File: src/rtl/inst_fetch_queue_pkg.sv
// -----------------------------------------------------------------------------
// inst_fetch_queue_pkg
// Shared types for the instruction fetch queue.
//   fq_state_e : fetch FSM state (RUN issues requests, DRAIN drops stale responses)
//   fq_entry_t : one queue entry, instruction address plus instruction word
// -----------------------------------------------------------------------------
package inst_fetch_queue_pkg;

    typedef enum logic {
        RUN   = 1'b0,
        DRAIN = 1'b1
    } fq_state_e;

    typedef struct packed {
        logic [31:0] pc;
        logic [31:0] inst;
    } fq_entry_t;

    localparam int ENTRY_W = $bits(fq_entry_t);

endpackage

File: src/rtl/sync_fifo.sv
// -----------------------------------------------------------------------------
// sync_fifo
// Single-clock FIFO with synchronous clear and an occupancy count. Read data is
// the head entry, valid whenever count != 0. Push and pop may occur in the same
// cycle, including when full; the caller guarantees no overflow/underflow.
// Ports:
//   clk, rst      clock, synchronous active-high reset
//   clr           synchronous clear of pointers and count (overrides push/pop)
//   push, wdata   write an entry at the tail
//   pop           remove the head entry
//   rdata         head entry
//   count         number of valid entries, 0..DEPTH
// -----------------------------------------------------------------------------
module sync_fifo #(
    parameter int WIDTH = 32,
    parameter int DEPTH = 4,
    localparam int PTR_W = (DEPTH > 1) ? $clog2(DEPTH) : 1,
    localparam int CNT_W = $clog2(DEPTH + 1)
) (
    input  logic             clk,
    input  logic             rst,
    input  logic             clr,
    input  logic             push,
    input  logic [WIDTH-1:0] wdata,
    input  logic             pop,
    output logic [WIDTH-1:0] rdata,
    output logic [CNT_W-1:0] count
);

    logic [WIDTH-1:0] mem_q [DEPTH];
    logic [PTR_W-1:0] wptr_q, wptr_d;
    logic [PTR_W-1:0] rptr_q, rptr_d;
    logic [CNT_W-1:0] cnt_q, cnt_d;

    // Wrap explicitly so a non-power-of-two DEPTH still cycles modulo DEPTH.
    function automatic logic [PTR_W-1:0] ptr_inc(input logic [PTR_W-1:0] p);
        if (p == PTR_W'(DEPTH - 1)) return '0;
        else                        return p + 1'b1;
    endfunction

    always_comb begin
        wptr_d = wptr_q;
        rptr_d = rptr_q;
        cnt_d  = cnt_q;
        if (clr) begin
            wptr_d = '0;
            rptr_d = '0;
            cnt_d  = '0;
        end else begin
            if (push) wptr_d = ptr_inc(wptr_q);
            if (pop)  rptr_d = ptr_inc(rptr_q);
            cnt_d = cnt_q + CNT_W'(push) - CNT_W'(pop);
        end
    end

    // NOTE: sequential state uses non-blocking assignments so every register
    // samples the pre-edge values; blocking here would create order-dependent races.
    always_ff @(posedge clk) begin
        if (rst) begin
            wptr_q <= '0;
            rptr_q <= '0;
            cnt_q  <= '0;
        end else begin
            wptr_q <= wptr_d;
            rptr_q <= rptr_d;
            cnt_q  <= cnt_d;
        end
    end

    // NOTE: the storage array has no reset; its contents are only observed
    // through count, so resetting it would only add reset fan-out.
    always_ff @(posedge clk) begin
        if (push) mem_q[wptr_q] <= wdata;
    end

    assign rdata = mem_q[rptr_q];
    assign count = cnt_q;

endmodule

File: src/rtl/inst_fetch_queue.sv
// -----------------------------------------------------------------------------
// inst_fetch_queue
// Decouples the PC stage from decode. Requests are issued to instruction memory
// only when a queue slot is reserved for every outstanding response, so the
// queue can never overflow. A flush empties the queue; responses still in
// flight at that point are counted and dropped in DRAIN.
// Ports:
//   clk, rst                 clock, synchronous active-high reset
//   ce, pc                   fetch enable and fetch address from PC stage
//   flush                    branch taken, discard queued and in-flight work
//   fetch_stall              PC stage must hold pc (no request fired)
//   mem_req, mem_addr        instruction memory request, word-aligned address
//   mem_gnt                  memory accepts the request this cycle
//   mem_rvalid, mem_rdata    in-order response
//   id_valid, id_inst, id_pc head entry toward decode
//   id_ready                 decode consumes the head entry
// -----------------------------------------------------------------------------
module inst_fetch_queue
    import inst_fetch_queue_pkg::*;
#(
    parameter int DEPTH   = 4,
    parameter int MAX_OUT = 2
) (
    input  logic        clk,
    input  logic        rst,
    input  logic        ce,
    input  logic [31:0] pc,
    input  logic        flush,
    output logic        fetch_stall,
    output logic        mem_req,
    output logic [31:0] mem_addr,
    input  logic        mem_gnt,
    input  logic        mem_rvalid,
    input  logic [31:0] mem_rdata,
    output logic        id_valid,
    output logic [31:0] id_inst,
    output logic [31:0] id_pc,
    input  logic        id_ready
);

    localparam int QCNT_W = $clog2(DEPTH + 1);
    localparam int OCNT_W = $clog2(MAX_OUT + 1);
    localparam int SUM_W  = ((QCNT_W > OCNT_W) ? QCNT_W : OCNT_W) + 1;

    fq_state_e         state_q, state_d;
    logic [OCNT_W-1:0] discard_q, discard_d;

    logic [QCNT_W-1:0] q_count;
    logic [OCNT_W-1:0] outstanding;
    fq_entry_t         q_wdata, q_head;
    logic              q_push, q_pop, q_clr;
    logic              a_push, a_pop, a_clr;
    logic [31:0]       a_head;
    logic              rsp_accept;
    logic              slot_free;

    // Queued entries plus in-flight requests must fit in the queue.
    assign slot_free = (SUM_W'(q_count) + SUM_W'(outstanding)) < SUM_W'(DEPTH);

    // NOTE: every output of this block gets a default first, so no path
    // through the case leaves a signal unassigned and infers a latch.
    always_comb begin
        state_d    = state_q;
        discard_d  = discard_q;
        mem_req    = 1'b0;
        rsp_accept = 1'b0;
        q_push     = 1'b0;
        q_pop      = 1'b0;
        q_clr      = 1'b0;
        a_pop      = 1'b0;
        a_clr      = 1'b0;
        case (state_q)
            RUN: begin
                mem_req    = ce & ~flush & slot_free & (outstanding < OCNT_W'(MAX_OUT));
                // A response with nothing in flight is stray and ignored.
                rsp_accept = mem_rvalid & (outstanding != '0);
                if (flush) begin
                    q_clr     = 1'b1;
                    a_clr     = 1'b1;
                    discard_d = outstanding - OCNT_W'(rsp_accept);
                    if (discard_d != '0) state_d = DRAIN;
                end else begin
                    q_push = rsp_accept;
                    a_pop  = rsp_accept;
                    q_pop  = id_valid & id_ready;
                end
            end
            DRAIN: begin
                q_clr = flush;
                if (mem_rvalid && discard_q != '0) begin
                    discard_d = discard_q - 1'b1;
                    if (discard_q == OCNT_W'(1)) state_d = RUN;
                end
            end
            default: state_d = RUN;
        endcase
    end

    always_ff @(posedge clk) begin
        if (rst) begin
            state_q   <= RUN;
            discard_q <= '0;
        end else begin
            state_q   <= state_d;
            discard_q <= discard_d;
        end
    end

    assign a_push      = mem_req & mem_gnt;
    assign fetch_stall = ~a_push;
    assign mem_addr    = {pc[31:2], 2'b00};

    assign q_wdata.pc   = a_head;
    assign q_wdata.inst = mem_rdata;

    // In-flight address FIFO: its count is the outstanding-request counter.
    sync_fifo #(.WIDTH(32), .DEPTH(MAX_OUT)) u_addr_fifo (
        .clk   (clk),
        .rst   (rst),
        .clr   (a_clr),
        .push  (a_push),
        .wdata (pc),
        .pop   (a_pop),
        .rdata (a_head),
        .count (outstanding)
    );

    sync_fifo #(.WIDTH(ENTRY_W), .DEPTH(DEPTH)) u_queue (
        .clk   (clk),
        .rst   (rst),
        .clr   (q_clr),
        .push  (q_push),
        .wdata (q_wdata),
        .pop   (q_pop),
        .rdata (q_head),
        .count (q_count)
    );

    assign id_valid = (q_count != '0);
    assign id_inst  = q_head.inst;
    assign id_pc    = q_head.pc;

endmodule

File: config.mk
export PLATFORM = sky130hd
export DESIGN_NAME = inst_fetch_queue
export DESIGN_NICKNAME = d
export VERILOG_FILES = /design/src/rtl/inst_fetch_queue_pkg.sv /design/src/rtl/sync_fifo.sv /design/src/rtl/inst_fetch_queue.sv
export SDC_FILE = /design/constraint.sdc
export NUM_CORES = 1
export LEC_CHECK = 0
export CAP_MARGIN = 30
export CORE_UTILIZATION = 34
export DETAILED_ROUTE_END_ITERATION = 12
export PLACE_DENSITY_LB_ADDON = 0.15
export SYNTH_ARGS = -nofsm -noshare
export SYNTH_HDL_FRONTEND = slang
export SYNTH_HIERARCHICAL = 1
export SYNTH_SLANG_ARGS = --single-unit
File: constraint.sdc
create_clock -name clk -period 4.3 [get_ports clk]
set_clock_uncertainty 0.15 [all_clocks]
set_input_delay 0.43 -clock clk [delete_from_list [all_inputs] [get_ports clk]]
set_output_delay 0.43 -clock clk [all_outputs]
set_load 0.05 [all_outputs]
==> impl_metrics.env, run 1 <==
export IMPL_clk_latency_ps=510
export IMPL_synthMostInstantiatedCell="edfxtp_1"
export IMPL_max_freq_mhz=288
export IMPL_firstDrtPassIters=4
export IMPL_fillers=3267
export IMPL_swShare=0.197
export IMPL_critPathLaunchType="register"
export IMPL_htree_num_levels=2
export IMPL_clockPowerShare=0.439
export IMPL_die_y_um=197
export IMPL_finalSetupTns_ps=0
export IMPL_syn_area_um2=13000
export IMPL_gp_congestion=0.735
export IMPL_critPathRequiredTime_ps=3720
export IMPL_layout_drive_gt1_share=0.223
export IMPL_io_pins=170
export IMPL_dp_hpwl_mm=14.5
export IMPL_area_growth_pct=24.6
export IMPL_die_width_um=197
export IMPL_avgSynthCellArea_um2=22.9
export IMPL_diodes=0
export IMPL_setup_slack_ps=831
export IMPL_synth_cell_type_count=42
export IMPL_ys_seq_area_frac=0.767
export IMPL_cts_buffers=38
export IMPL_wl_per_cell_um=19.2
export IMPL_crit_buf_inv=2
export IMPL_ys_ff_latch=337
export IMPL_grt_pass1_wl_mm=36.9
export IMPL_nets=819
export IMPL_cts_max_path_buffers=3
export IMPL_fin_crit_ps=3470
export IMPL_setup_violations=0
export IMPL_min_path_type="in2reg"
export IMPL_synthTopCellsByCount="edfxtp_1, mux4_2, buf_4"
export IMPL_yosysTopAreaCell="edfxtp_1"
export IMPL_path_cells="buf_4 -> mux4_2 -> clkdlybuf4s50_1"
export IMPL_initial_core_util=0.345
export IMPL_ys_flop_type="edfxtp_1"
export IMPL_pwr_share_comb=0.039
export IMPL_p_leak_nw=5.16
export IMPL_ctsHoldBuffers=0
export IMPL_core_rowCount=71
export IMPL_wl_mm=24.4
export IMPL_relSlewSlack=0.384
export IMPL_slew_violations=0
export IMPL_path_max_fanout=24
export IMPL_dr_first_iter_drc_count=187
export IMPL_syn_inst=567
export IMPL_final_cells=1268
export IMPL_synth_edf_count=320
export IMPL_root_buffer="clkbuf_16"
export IMPL_grt_util_all_layers=0.127
export IMPL_fin_crit_sh=0.807
export IMPL_ys_warn_count=6
export IMPL_worst_setup_path_type="reg2out"
export IMPL_path_delay_family="buffers and inverters"
export IMPL_status="complete, no violations"
export IMPL_r2r_start="u_addr_fifo/count[1]"
export IMPL_pwr_share_seq=0.522
export IMPL_place_inst=1205
export IMPL_core_um2=37600
export IMPL_overflow=0
export IMPL_power_switching_mw=1.36
export IMPL_hold_violations=0
export IMPL_crit_slowest_cell="clkdlybuf4s50_1"
export IMPL_max_stage_delay_ps=720
export IMPL_tightest_slew_ps=925
export IMPL_drv_cap=0
export IMPL_power_density_nw_per_um2=427
export IMPL_final_util=0.431
export IMPL_post_place_ws_ps=1270
export IMPL_post_route_drc_count=0
export IMPL_p_int_mw=5.55
export IMPL_cts_setup_buffers=0
export IMPL_grt_pass1_vias=6325
export IMPL_synth_top_area_frac=0.740
export IMPL_antenna_found_initial=0
export IMPL_grt_max_degree=65
export IMPL_rsz0062_at_grt="false"
export IMPL_via_per_inst=4.58
export IMPL_die_area_um2=39000
export IMPL_io_buffers=167
export IMPL_worstSetupEndpointType="output pin"
export IMPL_holdWs_ps=358
export IMPL_vdd_ir_drop_max_mv=0.248
export IMPL_ant_nets=0
export IMPL_critPathArrivalTime_ps=2890
export IMPL_synthArstFlopShare=0
export IMPL_cts_tree="built"
export IMPL_hp_start="pc[0]"
export IMPL_yosys_top_cells_area="edfxtp_1, mux4_2, mux2_4"
export IMPL_cts_resized=0
export IMPL_clk_pin_slew_ps=60
export IMPL_numClockSinks=337
export IMPL_vias=5807
-- final timing paths --
check                                           endpoint  slack (ps)  depth (start not counted)
worst max-delay path                         id_inst[27]         830                          3
worst min-delay path             u_addr_fifo/mem_q[0][0]         360                          1
worst max register to register  u_addr_fifo/mem_q[0][12]        1700                          6
worst min register to register                  register         370                          2
-- routing by layer --
metal	vias up	routed length (um)	global-route usage	part of all wire
met2	170	12100	0.218	0.50
met5	-	0	0	0
met1	2997	10400	0.159	0.43
li1	2602	-	-	-
met3	38	1330	0.0287	0.054
met4	0	493	0.0370	0.020
-- power groups by stage --
stage / clock network [mW] / logic (mW) / registers [mW]
final: 3.03 / 0.270 / 3.61
after global routing: 3.25 / 0.286 / 3.61
after CTS: 3.14 / 0.274 / 3.61
after detailed placement: 0 / 0.273 / 3.68
after global placement: 0 / 0.266 / 3.68
after floorplan: 0 / 0.149 / 3.68
-- registers in the layout, indices dropped and copies added, names as in the netlist, named ones only --
| register | flops |
|---|---|
| u_queue/mem_q | 256 |
| u_addr_fifo/wptr_q | 1 |
| discard_q | 2 |
| u_addr_fifo/mem_q | 64 |
| state_q | 1 |
| u_addr_fifo/count | 2 |
| u_addr_fifo/rptr_q | 1 |
| u_queue/rptr_q | 2 |
| u_queue/count | 3 |
| u_queue/wptr_q | 2 |
-- cell families after synthesis --
family          Yosys count  share of synthesized area
compound gates           10                    0.00492
xor+xnor                  5                    0.00549
fa+ha+maj                14                     0.0141
buf+inv                  65                     0.0412
flops                   337                      0.767
mux                      99                      0.151
other cells               1                   0.000289
simple gates             36                     0.0166
-- layout make-up --
| type | count | area (um2) | area share |
|---|---|---|---|
| Timing Repair Buffer | 177 | 1840 | 0.114 |
| Inverter | 14 | 52.6 | 0.00325 |
| Clock inverter | 19 | 178 | 0.0110 |
| Tap cell | 511 | 639 | 0.0395 |
| Multi-Input combinational cell | 166 | 2520 | 0.156 |
| Sequential cell | 337 | 9960 | 0.616 |
| Clock buffer | 44 | 995 | 0.0615 |
-- through the flow --
stage | area (um2) | total power [mW]
2_1_floorplan | 13000 | 3.83
6_report | 16200 | 6.91
3_3_place_gp | 15000 | 3.94
4_1_cts | 16200 | 7.02
3_5_place_dp | 15000 | 3.95
5_1_grt | 16200 | 7.14
-- placed cells by master, fill, tap and decap left out, types with 2 or more instances in the layout --
cell type	n
a21oi_1	3
and2_1	2
and2_4	4
buf_12	4
buf_16	2
buf_4	4
bufinv_16	3
clkbuf_1	5
clkbuf_16	39
clkdlybuf4s50_1	167
clkinv_1	5
clkinv_2	7
conb_1	2
dfxtp_1	14
dfxtp_4	2
edfxtp_1	320
ha_1	13
inv_1	14
inv_6	2
mux2_2	2
mux2_4	30
mux2i_1	3
mux4_1	4
mux4_2	60
nand2_1	2
nand2b_1	3
nand3_1	2
nor2_1	6
nor2b_1	2
nor3_1	4
o21ai_0	2
or3b_2	2
xnor2_1	2
xnor3_1	2
No activity file was read; power rests on OpenSTA's default activity.
==> run 2, diff against run 1 <==
==> constraint.sdc (replaced) <==
create_clock -name clk -period 2.89 [get_ports clk]
set_clock_uncertainty 0.15 [all_clocks]
set_input_delay 0.289 -clock clk [delete_from_list [all_inputs] [get_ports clk]]
set_output_delay 0.289 -clock clk [all_outputs]
set_load 0.05 [all_outputs]
==> run 2 against run 1 <==
Worst setup slack got worse by 710 ps. Power rose by 49%. Critical endpoint is now fetch_stall. Final cell count rose by 1.1%.
==> impl_metrics.env, run 2 (synthesis gave the netlist of run 1 again) <==
export IMPL_critPathArrivalTime_ps=2330
export IMPL_critPathRequiredTime_ps=2450
export IMPL_cts_max_path_buffers=3
export IMPL_layout_common_cells="edfxtp_1, clkdlybuf4s50_1, mux4_2"
export IMPL_clk_latency_ps=510
export IMPL_worst_r2r_cell_count=9
export IMPL_clk_pin_slew_ps=50
export IMPL_fin_crit_sh=0.957
export IMPL_cts_tree="built"
export IMPL_max_stage_delay_ps=790
export IMPL_hold_end="u_addr_fifo/mem_q[0][0]"
export IMPL_power_density_nw_per_um2=635
export IMPL_layout_drive_gt1_share=0.270
export IMPL_grt_util_all_layers=0.131
export IMPL_p_leak_nw=5.28
export IMPL_largest_reg_flops=256
export IMPL_setup_slack_ps=124
export IMPL_area_growth_pct=24.8
export IMPL_critPathLaunchType="register"
export IMPL_status="complete, no violations"
export IMPL_htree_num_levels=2
export IMPL_min_path_type="in2reg"
export IMPL_dp_hpwl_mm=14.9
export IMPL_gp_congestion=0.692
export IMPL_crit_slowest_cell="clkdlybuf4s50_1"
export IMPL_fillers=3269
export IMPL_r2r_slack_ps=500
export IMPL_finish_instance_area_um2=16200
export IMPL_diodes=0
export IMPL_setup_violations=0
export IMPL_relSlewSlack=0.627
export IMPL_postPlaceCellArea_um2=15000
export IMPL_die_y_um=197
export IMPL_root_buffer="clkbuf_16"
export IMPL_die_width_um=197
export IMPL_wl_per_cell_um=19.6
export IMPL_wl_mm=25.2
export IMPL_holdPathStages=1
export IMPL_tightest_slew_ps=562
export IMPL_io_buffers=167
export IMPL_finalSetupTns_ps=0
export IMPL_grt_pass1_wl_mm=38.1
export IMPL_dr_first_iter_drc_count=315
export IMPL_ant_nets=0
export IMPL_slew_violations=0
export IMPL_final_common_cell="edfxtp_1"
export IMPL_final_cells=1282
export IMPL_p_total_mw=10.3
export IMPL_post_route_drc_count=0
export IMPL_rsz0062_at_grt="false"
export IMPL_path_max_fanout=5
export IMPL_reg2reg_to="u_queue/count[2]"
export IMPL_overflow=0
export IMPL_regMostFlops="u_queue/mem_q"
export IMPL_via_per_inst=4.57
export IMPL_firstDrtPassIters=4
export IMPL_place_inst=1211
export IMPL_r2r_start="u_queue/count[2]"
export IMPL_core_um2=37600
export IMPL_drv_cap=0
export IMPL_hp_start="pc[0]"
export IMPL_grt_pass1_vias=6549
export IMPL_core_rowCount=71
export IMPL_path_cells="ha_1 -> nand3_1 -> and3_2 -> nand2_1 -> clkdlybuf4s50_1"
export IMPL_antenna_found_initial=0
export IMPL_holdWs_ps=221
export IMPL_worstSetupEndpointType="output pin"
export IMPL_nets=826
export IMPL_hold_violations=0
export IMPL_vdd_ir_drop_max_mv=0.359
export IMPL_die_area_um2=39000
export IMPL_worst_setup_path_type="reg2out"
export IMPL_cts_buffers=38
export IMPL_vias=5856
export IMPL_max_freq_mhz=361
export IMPL_grt_max_degree=37
export IMPL_post_place_ws_ps=265
export IMPL_fin_crit_ps=2770
export IMPL_numClockSinks=337
export IMPL_io_pins=170
export IMPL_crit_buf_inv=1
export IMPL_path_delay_family="buffers and inverters"
export IMPL_final_util=0.431
export IMPL_initial_core_util=0.345
-- run 2: layout make-up --
class	count	area [um2]	area share
tap	511	639	0.0395
sequential	337	9960	0.615
clock inverter	20	188	0.0116
clock buffer	50	996	0.0615
timing repair buffer	184	1840	0.114
multi-input combinational	166	2520	0.156
inverter	14	52.6	0.00324
-- run 2: report_power, final --
group / internal [mW] / leakage, nW / switching, mW
clock: 2.71 / 0.569 / 1.81
combinational: 0.173 / 1.69 / 0.228
sequential: 5.36 / 3.02 / 0.00980
-- run 2: repair_timing --
item                       4_1_cts  5_1_grt
gates cloned                     0        0
setup endpoints to repair       60        4
setup buffers                    0        1
pin swaps                        0        0
hold buffers                     0        0
resized for setup               26        1
-- run 2: worst max-delay path by stage --
stage / start / end / slack, ps / cells after the start
floorplan: u_addr_fifo/count[1] / u_addr_fifo/mem_q[0][0] / 90 / 5
global placement: flush / u_queue/count[2] / 330 / 10
detailed placement: flush / u_queue/count[2] / 270 / 10
CTS: register / id_pc[18] / 10 / 2
global route: u_addr_fifo/count[1] / fetch_stall / 3 / 5
finish: u_addr_fifo/count[1] / fetch_stall / 120 / 5
-- run 2: metal layers --
metal  part of all wire  up-vias  track usage
li1                   -     2639            -
met1               0.42     3031        0.160
met2               0.51      143        0.232
met3              0.048       43       0.0258
met4              0.020        0       0.0396
met5                  0        -            0
